===== config.mk =====
export PLATFORM = sky130hd
export DESIGN_NAME = ula_multibyte_sequencer
export DESIGN_NICKNAME = d
export VERILOG_FILES = /design/src/rtl/ula_multibyte_sequencer.sv
export SDC_FILE = /design/constraint.sdc
export NUM_CORES = 1
export LEC_CHECK = 0
export CAP_MARGIN = 20
export CORE_MARGIN = 1
export CORE_UTILIZATION = 42
export CTS_CLUSTER_DIAMETER = 150
export DETAILED_ROUTE_END_ITERATION = 8
export PLACE_DENSITY = 0.76
export SLEW_MARGIN = 20
export SYNTH_ARGS = -nofsm -noshare
export SYNTH_HDL_FRONTEND = slang
export SYNTH_SLANG_ARGS = --single-unit
export TNS_END_PERCENT = 10

===== constraint.sdc =====
create_clock -name CLK -period 1.86 [get_ports CLK]
set_clock_uncertainty 0.2 [all_clocks]
set_input_delay 0.372 -clock CLK [delete_from_list [all_inputs] [get_ports CLK]]
set_output_delay 0.372 -clock CLK [all_outputs]
set_load 0.01 [all_outputs]

===== src/rtl/ula_multibyte_sequencer.sv =====
// ula_multibyte_sequencer
// Runs an NBYTES-wide add/sub/and/or/not on a shared 8-bit ALU, one byte per
// cycle. The carry/borrow is chained between bytes in a register, the wide
// result is assembled in place, and completion is signalled by a DONE pulse.
// The ALU is outside this block and is reached through the ALU_* ports.

module ula_multibyte_sequencer #(
  parameter int NBYTES = 4
) (
  input  logic                  CLK,
  input  logic                  RST,
  input  logic                  START,
  output logic                  READY,
  input  logic [3:0]            OP,
  input  logic [8*NBYTES-1:0]   OPA,
  input  logic [8*NBYTES-1:0]   OPB,
  input  logic                  CIN_IN,
  output logic [7:0]            ALU_A,
  output logic [7:0]            ALU_B,
  output logic [3:0]            ALU_X,
  output logic                  ALU_CIN,
  input  logic [7:0]            ALU_S,
  input  logic                  ALU_COUT,
  output logic [8*NBYTES-1:0]   RESULT,
  output logic                  COUT,
  output logic                  DONE,
  output logic                  ERR
);

  localparam int W  = 8 * NBYTES;
  localparam int IW = (NBYTES > 1) ? $clog2(NBYTES) : 1;
  localparam logic [IW-1:0] LAST_IDX = IW'(NBYTES - 1);

  localparam logic [3:0] OP_ADD = 4'b0000;
  localparam logic [3:0] OP_SUB = 4'b0100;
  localparam logic [3:0] OP_AND = 4'b0010;
  localparam logic [3:0] OP_OR  = 4'b0110;
  localparam logic [3:0] OP_NOT = 4'b0001;

  typedef enum logic [1:0] {
    S_IDLE = 2'b00,
    S_RUN  = 2'b01,
    S_FIN  = 2'b10
  } state_t;

  state_t          state_r;
  state_t          state_nxt_s;
  logic [IW-1:0]   idx_r;
  logic [3:0]      op_r;
  logic [W-1:0]    opa_r;
  logic [W-1:0]    opb_r;
  logic            carry_r;
  logic [W-1:0]    result_r;
  logic            cout_r;
  logic            done_r;
  logic            err_r;
  logic            ready_r;
  logic            last_s;
  logic [7:0]      alu_a_s;
  logic [7:0]      alu_b_s;
  logic [3:0]      alu_x_s;
  logic            alu_cin_s;

  // One of the five supported opcodes.
  function automatic logic op_legal(input logic [3:0] op);
    case (op)
      OP_ADD, OP_SUB, OP_AND, OP_OR, OP_NOT: op_legal = 1'b1;
      default:                               op_legal = 1'b0;
    endcase
  endfunction

  // Opcodes whose carry/borrow is chained between bytes.
  function automatic logic op_arith(input logic [3:0] op);
    op_arith = (op == OP_ADD) || (op == OP_SUB);
  endfunction

  // Byte i of a wide operand.
  function automatic logic [7:0] byte_of(input logic [W-1:0] v, input logic [IW-1:0] i);
    logic [W-1:0] sh;
    sh      = v >> {i, 3'b000};
    byte_of = sh[7:0];
  endfunction

  assign last_s = (idx_r == LAST_IDX);

  // FSM state register.
  always_ff @(posedge CLK) begin
    if (RST) begin
      state_r <= S_IDLE;
    end else begin
      state_r <= state_nxt_s;
    end
  end

  // FSM next-state logic: legal ops run, illegal ops go straight to FIN.
  always_comb begin
    state_nxt_s = state_r;
    case (state_r)
      S_IDLE: begin
        if (START) begin
          if (op_legal(OP)) begin
            state_nxt_s = S_RUN;
          end else begin
            state_nxt_s = S_FIN;
          end
        end else begin
          state_nxt_s = S_IDLE;
        end
      end
      S_RUN: begin
        if (last_s) begin
          state_nxt_s = S_FIN;
        end else begin
          state_nxt_s = S_RUN;
        end
      end
      S_FIN:   state_nxt_s = S_IDLE;
      default: state_nxt_s = S_IDLE;
    endcase
  end

  // Operand capture, byte index, carry chain, result assembly and flags.
  always_ff @(posedge CLK) begin
    if (RST) begin
      idx_r    <= '0;
      op_r     <= 4'b0000;
      opa_r    <= '0;
      opb_r    <= '0;
      carry_r  <= 1'b0;
      result_r <= '0;
      cout_r   <= 1'b0;
      err_r    <= 1'b0;
    end else begin
      case (state_r)
        S_IDLE: begin
          if (START) begin
            op_r    <= OP;
            opa_r   <= OPA;
            opb_r   <= OPB;
            idx_r   <= '0;
            err_r   <= ~op_legal(OP);
            cout_r  <= 1'b0;
            carry_r <= op_arith(OP) ? CIN_IN : 1'b0;
          end
        end
        S_RUN: begin
          for (int b = 0; b < NBYTES; b++) begin
            if (idx_r == IW'(b)) begin
              result_r[8*b +: 8] <= ALU_S;
            end
          end
          carry_r <= op_arith(op_r) ? ALU_COUT : 1'b0;
          if (last_s) begin
            // The ALU reports COUT=1 on NOT; only add/sub carry is meaningful.
            cout_r <= op_arith(op_r) ? ALU_COUT : 1'b0;
            idx_r  <= '0;
          end else begin
            idx_r  <= idx_r + IW'(1);
          end
        end
        S_FIN: begin
          idx_r <= '0;
        end
        default: begin
          idx_r <= '0;
        end
      endcase
    end
  end

  // Handshake outputs registered from the next state so they line up with it.
  always_ff @(posedge CLK) begin
    if (RST) begin
      done_r  <= 1'b0;
      ready_r <= 1'b1;
    end else begin
      done_r  <= (state_nxt_s == S_FIN);
      ready_r <= (state_nxt_s == S_IDLE);
    end
  end

  // ALU drive: only registered state reaches the ALU; idle/finish drive zeros.
  always_comb begin
    alu_a_s   = 8'h00;
    alu_b_s   = 8'h00;
    alu_x_s   = 4'b0000;
    alu_cin_s = 1'b0;
    if (state_r == S_RUN) begin
      alu_a_s   = byte_of(opa_r, idx_r);
      alu_b_s   = byte_of(opb_r, idx_r);
      alu_x_s   = op_r;
      alu_cin_s = carry_r;
    end else begin
      alu_a_s   = 8'h00;
      alu_b_s   = 8'h00;
      alu_x_s   = 4'b0000;
      alu_cin_s = 1'b0;
    end
  end

  assign ALU_A   = alu_a_s;
  assign ALU_B   = alu_b_s;
  assign ALU_X   = alu_x_s;
  assign ALU_CIN = alu_cin_s;
  assign RESULT  = result_r;
  assign COUT    = cout_r;
  assign DONE    = done_r;
  assign ERR     = err_r;
  assign READY   = ready_r;

endmodule


* Word level (Yosys, flattened, before mapping) *
Index checks and enable logic that the tools add are counted.

cells by class
  add/sub/neg operators = 1
  multiply operators = 0
  divide/modulo/power cells = 0
  magnitude comparators = 0
  eq/ne operators = 12
  shift operators = 2
  muxes and demuxes = 22
  bitwise operators = 1
  reduce and logical (&&, ||, !) cells = 16

operators by type and width
  cell                 number
  $shr 32x5->8         2
  $mux 8               2
  $eq 4x3->1 const B   3
  $reduce_and 2->1     6
  $mux 1               10
  $mux 2               5
  $logic_not 4->1      2
  $pmux 2 s2           2
  $eq 2x2->1 const B   3
  $logic_not 2->1      3
  $reduce_or 5->1      1
  $eq 2x1->1 const B   2
  $eq 4x1->1 const B   1
  $eq 4x2->1 const B   1
  $mux 4               1
  $ne 2x2->1 const B   2
  $pmux 1 s2           2
  $reduce_and 3->1     1
  $add 2x1->2 const B  1
  $logic_or 1x1->1     2
  $reduce_bool 2->1    1
  $not 1->1            1

word-level totals
  register bits after elaboration = 109
  bits in latches = 0
  memory bits (writable) = 0
  memory bits (read-only) = 0
  input port bits = 81
  output and inout port bits = 57
  logic and storage cells = 68
  memories kept = 0

* Depth between registers and ports, before layout *
Gate-level depths: netlist of the first run.

  word-level depth = 9
  depth in mapped cells = 8
  gate-level depth less buffers = 5

* Worst setup path before layout of the first run *
Ideal clock, no wire load.

  path kind = reg-to-output
  from = register idx_r[0]
  to = output ALU_A[6]
  data arrival time = 1,370 ps
  required time = 1,288 ps
  setup slack = -82 ps
  stages on the path, launching flop included = 5
  buffers on the path = 2
  cells stage by stage = dfxtp_1 -> buf_4 -> buf_6 -> mux4_2 -> and2_1

on the way
  word-level cells in the longest chain between the ends = 2

RTL lines
  what                      line  RTL
  start: declaration        48    logic [IW-1:0] idx_r;
  start signal: assignment  158   idx_r <= idx_r + IW'(1);
  $shr 32x5->8              80    sh = v >> {i, 3'b000};
  $mux 8                    188   if (state_r == S_RUN) begin
  end: declaration          18    output logic [7:0] ALU_A,

No other way between the ends.

* Worst setup path after layout of the first run *
  from = register idx_r[0]
  to = output ALU_B[0]

on the way
  word-level cells in the longest chain between the ends = 2

RTL lines
  what              line  RTL
  $shr 32x5->8      80
  $mux 8            188
  end: declaration  19    output logic [7:0] ALU_B,

No other way between the ends.

==> results.md, run 1 <==
- Drt initial violations: 172
- Antenna-violating nets left: 0
- Util after Layout: 0.629
- Initial Util: 0.433
- Final Hold Vio Count: 0
- Type of origin of the critical path: register
- Fin crit period: 2230 ps
- Total gr overflow: 0
- Wl on met1: 5.04 mm
- Synth Area per Inst: 8.36 sq um
- Largest net degree at the start of global routing: 40
- Drt via density: 5.10
- Clock transition at path regs: 110 ps
- EDFF count, synth: 0
- Synth cell count leaders: nand2_1, dfxtp_1, a21oi_1, nand3_1, clkbuf_1
- Initial antenna violation count: 0
- Netlist cell types: 28
- Post-CTS Hold Fix Bufs: 0
- Met2 routed WL: 6.35 mm
- Area of the core: 0.0103 sq mm
- Filler cells: 882
- Routability cong.: 0.820
- Total vias in the final route: 4137
- Port-buffer cells: 137
- Fin nets: 755
- DRT Wirelength: 12.2 mm
- Met3 WL: 565 um
- Number of synthesized register bits: 109
- Clock Sinks: 109
- Crit path capture type: output port
- Primary FF master, synth: dfxtp_1
- CTS buffer count: 9
- RSZ-0062 raised after global routing: true
- Max-cap violations: 0
- Root Buffer: clkbuf_8
- Share of the yosys chip area belonging to registers: 0.491
- Setup CP Type: register to output port
- Achievable Freq: 448 MHz
- Pin slew with the least headroom to its limit: 490 ps
- Most instantiated library cell after synthesis: nand2_1
- ANT cells: 0
- Max layer used: met4
- First-pass GRT wire length: 19.8 mm
- First-pass detailed-route iteration total: 4
- Area grow syn2layout: 45.4%
- # rows: 37
- HPWL Detailed: 9.05 mm
- Die area: 0.0110 sq mm
- H-tree depth: 3
- Routed wire per std cell: 15.1 um
- Final worst setup slack: -372 ps
- Slew Viols, Final: 0
- Top cell type's share of synthesized area: 0.491
- Synth area leaders: dfxtp_1, nand2_1, a21oi_1, mux4_2, nand3_1
- Setup violations, final: 16
- Crit-path max FO: 2
- Worst min path class: primary input to register
- PwrDens: 729 mW/mm^2
- Syn Std Cell Area: 0.00445 sq mm
- Required time worst endpoint: 1290 ps
- Layout cells sized above 1: 0.167
- Slew headroom: 0.672
- Leading area contributor after synthesis: dfxtp_1
- Synth Warn #: 0
- Clk_lat worst skew: 350 ps
- Failing checks: negative setup slack
- DIE WIDTH: 105 um
- Clock tree buffer depth: 2
- # DRC: 0
- Hold Slack: 227 ps
- Final period util: 1.20
- Pleak: 2.80 nW
- Die Y: 105 um
- Synth async-reset ratio: 0
- Critical path arrival: 1660 ps
- Total GRT Usage: 0.224
- Synthesized Nets: 617
- Top-Level Pins: 138
- Outcome: finished, violations left
- CTS tree: done
- Post-Syn Instances: 532
- Vias in the first global route: 4101
- Maximum vdd drop: 0.352 mV
critical path: stages, from the launching register on:
cell and delay, ps:
dfxtp_2 360, buf_6 100, buf_6 100, mux4_2 480
and2_4 150, buf_6 110
power breakdown:
group / internal, W / total (W) / leakage, nW / switching (W)
Combinational: 0.000385 / 0.000715 / 1.80 / 0.000331
Clock: 0.000645 / 0.00148 / 0.103 / 0.000835
Sequential: 0.00245 / 0.00251 / 0.893 / 0.0000642
sequential cells by signal (all words and copies together) (netlist names):
register  flops
idx_r         2
READY         1
opa_r        32
RESULT       32
COUT          1
carry_r       1
ERR           1
state_r       2
op_r          4
opb_r        32
DONE          1
routing by layer:
layer | GRT usage | up-vias
met5 | 0 | -
met4 | 0.0805 | 0
met3 | 0.0412 | 21
met2 | 0.404 | 114
met1 | 0.265 | 1949
li1 | - | 2053
worst paths after layout:
path / start / end / slack [ps] / cells after the start
setup / recovery: idx_r[0] / ALU_B[0] / -370 / 5
setup reg to reg: idx_r[0] / COUT / 60 / 6
hold reg to reg: op_r[2] / op_r[2] / 260 / 2
hold / removal: RST / RESULT[0] / 230 / 2
logic make-up after synthesis:
logic type / share of synthesized area
DFF: 0.491
buffers and inverters: 0.0478
muxes: 0.0810
AOI/OAI and AO/OA: 0.129
adders and majority gates: 0.0113
and+or+nand+nor: 0.240
repair_timing:
| item | 4_1_cts | 5_1_grt |
|---|---|---|
| buffers inserted | 3 | 0 |
| pin swaps | 16 | 8 |
| gates resized for setup | 116 | 37 |
| setup endpoints to repair | 39 | 78 |
metrics by stage:
step	worst slack [ps]	instance area, sq um	std cells	TNS (ps)	total power, W
after CTS	-386	6350	811	-5920	0.00474
final	-372	6460	811	-5440	0.00471
after floorplan	-5.17	4460	532	-5.17	0.00289
after global routing	-437	6460	811	-7120	0.00492
after detailed placement	-364	6140	793	-24040	0.00328
after global placement	-346	6140	793	-22660	0.00325
layout by cell type (no fill, tap or decap), drive strengths merged, types with 2 or more instances in the layout:
cell           netlist  layout
clkbuf              23       9
nand3               33      33
nor4b                2       2
dfxtp              109     109
mux4                16      16
dlymetal6s2s         0      23
a21oi              105     105
nand3b               4       4
buf                 22      57
nand2              170     170
nor2                 4       4
nor3                 4       4
and2                21      21
clkdlybuf4s50        0      87
ha                   4       4
dlygate4sd2          0       5
inv                  2       6
nor3b                3       3
final cells by class:
class | count | area [sq um] | share of cell area
Sequential cell | 109 | 2190 | 0.339
Multi-Input combinational cell | 376 | 2120 | 0.328
Timing Repair Buffer | 172 | 1780 | 0.275
Tap cell | 136 | 170 | 0.0263
Clock buffer | 9 | 124 | 0.0192
Clock inverter | 7 | 80.1 | 0.0124
Inverter | 2 | 7.51 | 0.00116
No activity file was read; power rests on OpenSTA's default activity.
==> inputs of run 2 (changes only) <==
--- a/config.mk
+++ b/config.mk
@@ -11,6 +11,7 @@
 export CTS_CLUSTER_DIAMETER = 150
 export DETAILED_ROUTE_END_ITERATION = 8
 export PLACE_DENSITY = 0.76
+export SKIP_CTS_REPAIR_TIMING = 1
 export SLEW_MARGIN = 20
 export SYNTH_ARGS = -nofsm -noshare
 export SYNTH_HDL_FRONTEND = slang
==> results.md, run 2 (synthesis gave the netlist of run 1 again) <==
- Total gr overflow: 0
- First-pass GRT wire length: 19.7 mm
- Final period util: 1.19
- Routed wire per std cell: 15.1 um
- Die Y: 105 um
- Top-Level Pins: 138
- RSZ-0062 raised after global routing: true
- Maximum vdd drop: 0.352 mV
- Pleak: 2.85 nW
- Fin nets: 753
- Worst Setup SP: idx_r[0]
- Port-buffer cells: 137
- Root Buffer: clkbuf_8
- Final worst setup slack: -361 ps
- Die area: 0.0110 sq mm
- Max-cap violations: 0
- CTS tree: done
- Achievable Freq: 450 MHz
- Setup CP Type: register to output port
- Commonest non-fill, non-tap cells in the layout: nand2_1, dfxtp_1, a21oi_1, clkdlybuf4s50_1, nand3_1
- Drt initial violations: 161
- Fin crit period: 2220 ps
- Crit path capture type: output port
- Commonest non-fill, non-tap cell in the layout: nand2_1
- Area of the core: 0.0103 sq mm
- # DRC: 0
- R2R Path End: COUT
- Critical path arrival: 1650 ps
- Setup violations, final: 16
- Routability cong.: 0.820
- Inst Count DP: 793
- Total GRT Usage: 0.223
- PwrDens: 728 mW/mm^2
- DIE WIDTH: 105 um
- Antenna-violating nets left: 0
- Vias in the first global route: 4078
- R2R Path Start: idx_r[1]
- Largest net degree at the start of global routing: 40
- Initial antenna violation count: 0
- Total vias in the final route: 4140
- HPWL Detailed: 9.05 mm
- H-tree depth: 3
- Drt via density: 5.12
- Critical Path End: ALU_A[0]
- Worst reg2reg path depth: 6
- CTS buffer count: 9
- Pre-CTS WS: -364 ps
- Layout cells sized above 1: 0.165
- Required time worst endpoint: 1290 ps
- DRT Wirelength: 12.2 mm
- Finished Layout Cells: 809
- Final Hold Vio Count: 0
- Slew headroom: 0.669
- Outcome: finished, violations left
- Slew Viols, Final: 0
- Pin slew with the least headroom to its limit: 496 ps
- First-pass detailed-route iteration total: 4
- Clock tree buffer depth: 2
- Clk_lat worst skew: 350 ps
- Initial Util: 0.433
- Type of origin of the critical path: register
- Clock transition at path regs: 110 ps
- Failing checks: negative setup slack
- Worst min path class: primary input to register
- # rows: 37
- Setup total negative slack: -5350 ps
- Crit-path max FO: 8
- Flop2flop setup slack: 60 ps
- Area grow syn2layout: 45.1%
- Total power draw: 0.00470 W
- ANT cells: 0
- Clock Sinks: 109
## run 2: changes by cell type in the layout (fill, tap and decap cells not counted), sizes merged
cell          change
clkbuf            +6
dlygate4sd2       -5
dlymetal6s2s      +5
buf               -8
## run 2: metrics by stage
| stage | utilization | hold slack, ps | instance area [sq um] |
|---|---|---|---|
| after floorplan | - | 232 | 4460 |
| after global placement | 0.598 | 238 | 6140 |
| after detailed placement | 0.598 | 245 | 6140 |
| after CTS | 0.618 | 215 | 6350 |
| after global routing | 0.628 | 230 | 6450 |
| final | 0.628 | 228 | 6450 |
## run 2: metal layers
layer  global-route usage  routed length (um)  vias up
met1                0.264                4980     1943
li1                     -                   -     2055
met4               0.0734                 218        0
met3               0.0418                 585       18
met5                    0                   0        -
met2                0.405                6420      124
## run 2: worst max-delay path, stage by stage (launching register included)
cell     delay, ps
dfxtp_4        380
buf_12         140
mux4_2         500
and2_4         160
buf_6          110
## run 2: cell type report
cell class                      instances  area [sq um]
Tap cell                              136           170
Inverter                                2          7.51
Clock buffer                            9           124
Multi-Input combinational cell        376          2120
Sequential cell                       109          2190
Timing Repair Buffer                  170          1760
Fill cell                             879          3820
Clock inverter                          7          80.1
## run 2: report_power, final
| group | internal (W) | switching [W] | total [W] |
|---|---|---|---|
| clock network | 0.000645 | 0.000826 | 0.00147 |
| registers | 0.00245 | 0.0000637 | 0.00251 |
| logic | 0.000384 | 0.000330 | 0.000715 |
| total | 0.00348 | 0.00122 | 0.00470 |
## run 2: worst min-delay path by stage
stage	startpoint	end	slack [ps]	depth (start not counted)
after floorplan	op_r[2]	op_r[2]	230	2
after global placement	opa_r[17]	opa_r[17]	240	2
after detailed placement	opb_r[10]	opb_r[10]	250	2
after CTS	RST	RESULT[0]	220	2
after global routing	RST	RESULT[10]	230	2
final	RST	RESULT[0]	230	2
==> inputs of run 3 (changes only) <==
--- a/config.mk
+++ b/config.mk
@@ -5,7 +5,7 @@
 export SDC_FILE = /design/constraint.sdc
 export NUM_CORES = 1
 export LEC_CHECK = 0
-export CAP_MARGIN = 20
+export CAP_MARGIN = 0
 export CORE_MARGIN = 1
 export CORE_UTILIZATION = 42
 export CTS_CLUSTER_DIAMETER = 150
==> constraint.sdc (replaced) <==
create_clock -name CLK -period 1.95 [get_ports CLK]
set_clock_uncertainty 0.2 [all_clocks]
set_input_delay 0.39 -clock CLK [delete_from_list [all_inputs] [get_ports CLK]]
set_output_delay 0.39 -clock CLK [all_outputs]
set_load 0.01 [all_outputs]
==> results.md, run 3 (synthesis gave the netlist of run 1 again) <==
- Slew headroom: 0.680
- Initial Util: 0.433
- Final Hold Vio Count: 0
- Total vias in the final route: 4134
- Fin crit period: 2270 ps
- Outcome: finished, violations left
- Worst min path class: register to register
- Crit path capture type: output port
- Net switching component of the power: 0.00108 W
- ANT cells: 0
- Crit-path max FO: 4
- Sw Ratio: 0.245
- Setup CP Type: register to output port
- Area grow syn2layout: 43.3%
- H-tree depth: 3
- # DRC: 0
- Antenna-violating nets left: 0
- Critical path arrival: 1680 ps
- Root Buffer: clkbuf_8
- CTS tree: done
- Fin nets: 756
- Routed wire per std cell: 15.1 um
- Routability cong.: 0.822
- DIE WIDTH: 105 um
- Maximum vdd drop: 0.531 mV
- Final period util: 1.16
- DRT Wirelength: 12.2 mm
- Drt initial violations: 151
- Pleak: 2.40 nW
- Clk_lat worst skew: 350 ps
- Commonest non-fill, non-tap cells in the layout: nand2_1, clkdlybuf4s50_1, dfxtp_1, a21oi_1, nand3_1
- Top-Level Pins: 138
- Port-buffer cells: 137
- Setup total negative slack: -4530 ps
- Die Y: 105 um
- # rows: 37
- CTS buffer count: 9
- Clock Sinks: 109
- Clock tree buffer depth: 2
- Clock transition at path regs: 100 ps
- Comb pwr share: 0.157
- RSZ-0062 raised after global routing: true
- Layout cells sized above 1: 0.146
- First-pass detailed-route iteration total: 4
- Final worst setup slack: -318 ps
- Initial antenna violation count: 0
- Type of origin of the critical path: register
- Largest net degree at the start of global routing: 43
- Achievable Freq: 441 MHz
- Drt via density: 5.09
- PwrDens: 694 mW/mm^2
- Die area: 0.0110 sq mm
- Slew Viols, Final: 0
- Pin slew with the least headroom to its limit: 478 ps
- Max-cap violations: 0
- HPWL Detailed: 8.79 mm
- Total gr overflow: 0
- Area of the core: 0.0103 sq mm
- Flop pwr share: 0.542
- Cell Int Power: 0.00334 W
- Clk pwr share: 0.301
- Total GRT Usage: 0.224
- Required time worst endpoint: 1360 ps
- First-pass GRT wire length: 19.9 mm
- Vias in the first global route: 4244
- Commonest non-fill, non-tap cell in the layout: nand2_1
- Failing checks: negative setup slack
- Total power draw: 0.00442 W
- Setup violations, final: 16
[run 3: cell types whose count changed in the layout (fill, tap and decap cells not counted), moves of 2 or more]
cell and delta:
dlymetal6s2s_1 -24, and2_1 +9, and2_4 -9, clkbuf_16 +2, inv_6 -3, clkbuf_1 +2
buf_2 -3, clkdlybuf4s50_1 +28, clkbuf_2 +7, buf_4 +2, buf_6 -8
[run 3: per-stage QoR]
step                std cells  utilization  hold WS [ps]  setup slack [ps]  area, sq um
finish                    812        0.620           257              -318         6370
CTS                       807        0.614           260              -763         6310
global placement          791        0.595           240              -330         6110
floorplan                 532            -           232              21.9         4450
detailed placement        791        0.595           246              -347         6110
global route              812        0.620           279              -381         6370
[run 3: critical path, cell delays in order, from the launching register on]
cell       delay [ps]
dfxtp_4           410
clkbuf_16         160
mux4_2            470
and2_1            160
clkbuf_2          130
[run 3: metal layers]
metal  global-route usage  vias to the layer above  wire length, um
met5                    0                        -                0
li1                     -                     2055                -
met4               0.0775                        0              157
met3               0.0455                       12              643
met2                0.394                      109             6290
met1                0.272                     1958             5140
[run 3: worst paths after layout]
| kind | end | from | slack, ps | cells past startpoint |
|---|---|---|---|---|
| worst min-delay path | op_r[2] | op_r[2] | 260 | 2 |
| worst min register to register | op_r[2] | op_r[2] | 260 | 2 |
| worst max-delay path | ALU_A[4] | idx_r[0] | -320 | 4 |
| worst max register to register | RESULT[6] | idx_r[0] | 60 | 8 |
[run 3: power groups by stage]
stage | Sequential (W) | Clock [W] | Combinational [W]
floorplan | 0.00243 | 0 | 0.000328
global placement | 0.00244 | 0 | 0.000662
detailed placement | 0.00245 | 0 | 0.000678
CTS | 0.00240 | 0.00137 | 0.000680
global route | 0.00241 | 0.00147 | 0.000762
finish | 0.00240 | 0.00133 | 0.000695
[run 3: final cells by class]
class                           instances  area, sq um
Clock buffer                           12          145
Clock inverter                          4         47.5
Fill cell                             906         3910
Inverter                                2         7.51
Multi-Input combinational cell        376         2100
Sequential cell                       109         2190
Tap cell                              136          170
Timing Repair Buffer                  173         1720
